===== config.mk =====
export PLATFORM = sky130hd
export DESIGN_NAME = mem_bus_if
export DESIGN_NICKNAME = d
export VERILOG_FILES = /design/src/rtl/mem_pkg.sv /design/src/rtl/bus_timeout_ctr.sv /design/src/rtl/mem_bus_if.sv
export SDC_FILE = /design/constraint.sdc
export NUM_CORES = 1
export LEC_CHECK = 0
export BUFFER_PORTS_ARGS = -buffer_cell sky130_fd_sc_hd__buf_2
export CORE_MARGIN = 10
export CORE_UTILIZATION = 49
export DETAILED_ROUTE_END_ITERATION = 10
export PLACE_DENSITY = 0.89
export SYNTH_ARGS = -nofsm -noshare
export SYNTH_HDL_FRONTEND = slang
export SYNTH_SLANG_ARGS = --single-unit

===== constraint.sdc =====
create_clock -name clk -period 2.7 [get_ports clk]
set_input_delay 0.54 -clock clk [delete_from_list [all_inputs] [get_ports clk]]
set_output_delay 0.54 -clock clk [all_outputs]
set_load 0.03 [all_outputs]

===== src/rtl/mem_pkg.sv =====
// Shared definitions between memcontrol and the Wishbone-classic bus interface.
// Holds bus FSM state encoding and default bus geometry.
package mem_pkg;

  localparam int MEM_ADDR_W  = 32;
  localparam int MEM_DATA_W  = 32;
  localparam int MEM_TIMEOUT = 16;

  typedef enum logic [1:0] {
    IDLE = 2'd0,
    BUSY = 2'd1,
    DONE = 2'd2,
    ERR  = 2'd3
  } bus_state_t;

  function automatic logic is_request(input logic rd, input logic wr);
    return rd | wr;
  endfunction

endpackage


===== src/rtl/bus_timeout_ctr.sv =====
// Wait-state counter for one bus transfer; expired flags the last allowed cycle.
// Counts only while enabled and holds at the terminal value.
module bus_timeout_ctr
  import mem_pkg::*;
#(
  parameter int TIMEOUT = MEM_TIMEOUT
) (
  input  logic clk,
  input  logic rst,
  input  logic clear,
  input  logic enable,
  output logic expired
);

  localparam int CW = (TIMEOUT > 2) ? $clog2(TIMEOUT) : 1;
  localparam logic [CW-1:0] LAST = CW'(TIMEOUT - 1);

  logic [CW-1:0] count_d;
  logic [CW-1:0] count_q;

  // next count: clear wins, otherwise advance until the terminal value
  always_comb begin
    count_d = count_q;
    if (clear) begin
      count_d = {CW{1'b0}};
    end else if (enable && (count_q != LAST)) begin
      count_d = count_q + {{(CW-1){1'b0}}, 1'b1};
    end else begin
      count_d = count_q;
    end
  end

  // count register
  always_ff @(posedge clk or negedge rst) begin
    if (!rst) begin
      count_q <= {CW{1'b0}};
    end else begin
      count_q <= count_d;
    end
  end

  assign expired = (count_q == LAST);

endmodule


===== src/rtl/mem_bus_if.sv =====
// Converts memcontrol single-cycle read/write requests into Wishbone-classic
// single transfers with a bounded wait for ack and a sticky timeout flag.
module mem_bus_if
  import mem_pkg::*;
#(
  parameter int ADDR_W  = MEM_ADDR_W,
  parameter int DATA_W  = MEM_DATA_W,
  parameter int TIMEOUT = MEM_TIMEOUT
) (
  input  logic                clk,
  input  logic                rst,
  input  logic [ADDR_W-1:0]   address_in,
  input  logic [DATA_W-1:0]   data_in,
  input  logic [DATA_W/8-1:0] sel_in,
  input  logic                read_req,
  input  logic                write_req,
  output logic [DATA_W-1:0]   data_out,
  output logic                bus_full,
  output logic                done,
  output logic                bus_err,
  output logic [ADDR_W-1:0]   wb_adr_o,
  output logic [DATA_W-1:0]   wb_dat_o,
  output logic [DATA_W/8-1:0] wb_sel_o,
  output logic                wb_we_o,
  output logic                wb_cyc_o,
  output logic                wb_stb_o,
  input  logic [DATA_W-1:0]   wb_dat_i,
  input  logic                wb_ack_i
);

  localparam int SEL_W = DATA_W / 8;

  bus_state_t         state_d, state_q;
  logic [ADDR_W-1:0]  adr_d, adr_q;
  logic [DATA_W-1:0]  dat_d, dat_q;
  logic [SEL_W-1:0]   sel_d, sel_q;
  logic               we_d, we_q;
  logic               cyc_d, cyc_q;
  logic               stb_d, stb_q;
  logic [DATA_W-1:0]  data_out_d, data_out_q;
  logic               bus_full_d, bus_full_q;
  logic               done_d, done_q;
  logic               bus_err_d, bus_err_q;
  logic               ctr_clear;
  logic               ctr_en;
  logic               ctr_expired;

  bus_timeout_ctr #(
    .TIMEOUT (TIMEOUT)
  ) u_timeout (
    .clk     (clk),
    .rst     (rst),
    .clear   (ctr_clear),
    .enable  (ctr_en),
    .expired (ctr_expired)
  );

  // transfer FSM next-state and datapath register updates
  always_comb begin
    state_d    = state_q;
    adr_d      = adr_q;
    dat_d      = dat_q;
    sel_d      = sel_q;
    we_d       = we_q;
    cyc_d      = cyc_q;
    stb_d      = stb_q;
    data_out_d = data_out_q;
    bus_err_d  = bus_err_q;
    done_d     = 1'b0;
    ctr_clear  = 1'b0;
    ctr_en     = 1'b0;
    case (state_q)
      IDLE: begin
        cyc_d = 1'b0;
        stb_d = 1'b0;
        if (is_request(read_req, write_req)) begin
          adr_d     = address_in;
          dat_d     = data_in;
          sel_d     = sel_in;
          we_d      = write_req;
          cyc_d     = 1'b1;
          stb_d     = 1'b1;
          bus_err_d = 1'b0;
          ctr_clear = 1'b1;
          state_d   = BUSY;
        end else begin
          state_d = IDLE;
        end
      end
      BUSY: begin
        // ack is checked before the timeout so a last-cycle ack still completes
        if (wb_ack_i) begin
          if (!we_q) begin
            data_out_d = wb_dat_i;
          end else begin
            data_out_d = data_out_q;
          end
          cyc_d     = 1'b0;
          stb_d     = 1'b0;
          done_d    = 1'b1;
          ctr_clear = 1'b1;
          state_d   = DONE;
        end else if (ctr_expired) begin
          cyc_d     = 1'b0;
          stb_d     = 1'b0;
          done_d    = 1'b1;
          bus_err_d = 1'b1;
          state_d   = ERR;
        end else begin
          ctr_en  = 1'b1;
          state_d = BUSY;
        end
      end
      DONE: begin
        state_d = IDLE;
      end
      ERR: begin
        state_d = IDLE;
      end
      default: begin
        cyc_d   = 1'b0;
        stb_d   = 1'b0;
        state_d = IDLE;
      end
    endcase
    bus_full_d = (state_d != IDLE);
  end

  // state and registered outputs; reset drops the bus cycle immediately
  always_ff @(posedge clk or negedge rst) begin
    if (!rst) begin
      state_q    <= IDLE;
      adr_q      <= {ADDR_W{1'b0}};
      dat_q      <= {DATA_W{1'b0}};
      sel_q      <= {SEL_W{1'b0}};
      we_q       <= 1'b0;
      cyc_q      <= 1'b0;
      stb_q      <= 1'b0;
      data_out_q <= {DATA_W{1'b0}};
      bus_full_q <= 1'b0;
      done_q     <= 1'b0;
      bus_err_q  <= 1'b0;
    end else begin
      state_q    <= state_d;
      adr_q      <= adr_d;
      dat_q      <= dat_d;
      sel_q      <= sel_d;
      we_q       <= we_d;
      cyc_q      <= cyc_d;
      stb_q      <= stb_d;
      data_out_q <= data_out_d;
      bus_full_q <= bus_full_d;
      done_q     <= done_d;
      bus_err_q  <= bus_err_d;
    end
  end

  assign wb_adr_o = adr_q;
  assign wb_dat_o = dat_q;
  assign wb_sel_o = sel_q;
  assign wb_we_o  = we_q;
  assign wb_cyc_o = cyc_q;
  assign wb_stb_o = stb_q;
  assign data_out = data_out_q;
  assign bus_full = bus_full_q;
  assign done     = done_q;
  assign bus_err  = bus_err_q;

endmodule

==> impl_metrics.yaml <==
global_route:
  antenna_found_initial: 0
  grt_usage: 0.1676
  grt_pass1_wl_um: 17180
  grt_max_degree: 55
  first_global_vias: 3394
  overflow: 0
worst_setup_path:
  start_kind: "flip-flop"
  cp_max_fo: 37
  crit_type: "reg -> reg"
  crit_required_ns: 2.94
  critPathArrivalTime_ns: 2.02
  r2r_cells: 4
  endpoint_kind: "flip-flop"
timing:
  max_slew_margin: 0.5500
  clock.fmax_ghz: 0.5633
  finalSetupTns_ns: 0
  skew_ns: 0.01547
  hold_viol_final: 0
  setup_viol: 0
  tightestPinTransition_ns: 0.6751
  rsz0062_at_grt: "false"
  fin_crit_sh: 0.6575
  period_minus_slack_ns: 1.775
  report.final.slew_viol_count: 0
clocking:
  h-tree-depth: 3
  worst_skew_pair.late_latency_ns: 0.37
  post_cts_resized: 0
  root_buffer: "clkbuf_8"
  ctsLongestPathBuffers: 2
  clkTransAtPathRegs_ns: 0.10
  cts_sinks: 111
  cts_tree: "done"
  cts_setup_buffers: 0
  numCtsBuffers: 9
  cts-hold-fix-buffers: 0
floorplanning:
  die_w_um: 112.7
  dieHeight_um: 112.7
  num_rows: 33
  core-area_um2: 8299
  die_area_um2: 12690
  ios: 211
  start_util: 0.5069
synthesis:
  synth_ff_type: "dfrtp_1"
  ys_ff_latch: 111
  synth_largest_area_cell: "dfrtp_1"
  synth_edf_count: 0
  ys_types: 25
  syn_area_per_cell_um2: 16.12
  synthArstFlopShare: 1.000
  ys_seq_area_frac: 0.6603
  yosys-top-cells-count: "dfrtp_1 (111), mux2_2 (94), a21oi_1 (6), buf_2 (6), mux2_1 (6)"
  netlist_instances: 261
  yosysMostFrequentCell: "dfrtp_1"
  synth_top_area_frac: 0.6603
  yosys-top-cells-area: "dfrtp_1 (66%), mux2_2 (25%), mux2_1 (1.6%), a21oi_1 (0.71%), buf_2 (0.71%)"
  synth_nets: 367
  yosysWarnings: 0
  synth_area_um2: 4207
power:
  p_leak_nw: 2.749
  total_power_mw: 7.965
  power.density_nw_per_um2: 1429
  irDropWorstVdd_mv: 0.8804
placement:
  placement.io_buffers: 210
  gp_congestion: 0.7578
  place_hpwl_um: 8888
cells_and_area:
  drive_above_1_share: 0.6792
  area_growth_pct: 32.54
  multi_input_area_um2: 1350
  fillers: 619
  fin_nets: 581
  final_util: 0.6718
  regArea_um2: 2778
  diodes: 0
detailed_routing:
  wl_met1_um: 3628
  route.met2.wl_um: 5859
  dr.first_iter.drc_count: 90
  drt_wl_total_um: 11070
  via_per_inst: 4.983
  route.detailed.drc: 0
  ant_nets: 0
  wl_met3_um: 1402
  top_layer: "met4"
  wl_per_cell_um: 18.92
  drt_pass1_iterations: 4
  vias: 2915
run_status:
  status: "finished clean"
min_path:
  min_path_type: "in -> async"
run:
  cap_viol_max_count: 0
-- cells in the final DEF, fill, tap and decap left out --
cell type and instances:
buf_2 209, dfrtp_1 111, mux2_2 94, clkbuf_8 11
mux2_1 6, a21oi_1 6, nor2_1 5, buf_4 5
o21ai_0 4, nand2_1 3, nor3_1 3, nand3_1 3
or3_1 2, clkinvlp_4 2, nand2b_1 1, and3_1 1
or3b_1 1, o21a_2 1, nor3b_4 1, nor2b_1 1
nor3b_1 1, and4b_1 1, o31ai_1 1, a22o_1 1
inv_1 1, ha_1 1, bufinv_16 1, clkbuf_1 1
clkinv_4 1, buf_12 1
-- cell families (layout without fill, tap and decap cells) --
logic type / count (synthesis) / count (layout) / synth area share
AOI/OAI and AO/OA: 13 / 13 / 0.01755
muxes: 100 / 100 / 0.2677
adders and majority gates: 1 / 1 / 0.002974
and+or+nand+nor: 23 / 23 / 0.03094
buffers and inverters: 13 / 232 / 0.02052
DFF: 111 / 111 / 0.6603
-- worst paths after layout --
| kind | to | startpoint | slack, ns |
|---|---|---|---|
| setup / recovery | wb_adr_o[29] | state_q[1] | 0.92 |
| hold / removal | wb_dat_o[8] | rst | 0.20 |
| setup reg to reg | wb_adr_o[29] | state_q[1] | 0.92 |
| hold reg to reg | wb_dat_o[11] | wb_dat_o[11] | 0.49 |
| max in group asynchronous | wb_adr_o[28] | rst | 1.80 |
| min in group clk | wb_dat_o[11] | data_in[11] | 0.39 |
-- metal layers --
layer / up-vias / GRT usage
li1: 1352 / -
met1: 1422 / 0.1562
met2: 128 / 0.3003
met3: 13 / 0.1006
met4: 0 / 0.04653
met5: - / 0
-- sequential cells by signal, summed over array words and instances (netlist names), 2 cells and up --
| register | flops |
|---|---|
| data_out | 32 |
| wb_adr_o | 32 |
| wb_dat_o | 32 |
| u_timeout.count_q | 4 |
| wb_sel_o | 4 |
| state_q | 2 |
-- where the power goes --
| part | total, mW | internal (mW) | switching (mW) |
|---|---|---|---|
| clock network | 1.01 | 0.482 | 0.530 |
| registers | 2.89 | 2.48 | 0.417 |
| logic | 4.06 | 1.44 | 2.61 |
| total | 7.97 | 4.40 | 3.56 |
-- critical path, cell delays in order (launching register included) --
cell and delay, ns:
dfrtp_1 0.43, nor2_1 0.23, o21a_2 0.19, buf_4 0.40, mux2_2 0.40
-- final cells by class --
cell class | count | share of cell area
clock inverters | 4 | 0.009650
flip-flops and latches | 111 | 0.4982
multi-input cells | 137 | 0.2421
well taps | 105 | 0.02356
inverters | 1 | 0.0006732
repair buffers | 215 | 0.1979
clock buffers | 12 | 0.02783
-- per-stage QoR --
step	instance area (um^2)	std cells	setup WS [ns]	hold slack, ns
6_report	5575	585	0.9248	0.2037
5_1_grt	5575	585	0.8421	0.2450
4_1_cts	5575	585	0.9104	0.2226
3_5_place_dp	5366	569	0.9208	0.4695
3_3_place_gp	5366	569	0.9902	0.4614
2_1_floorplan	4207	261	1.142	0.2444
Power figures use the tool's default switching activity.
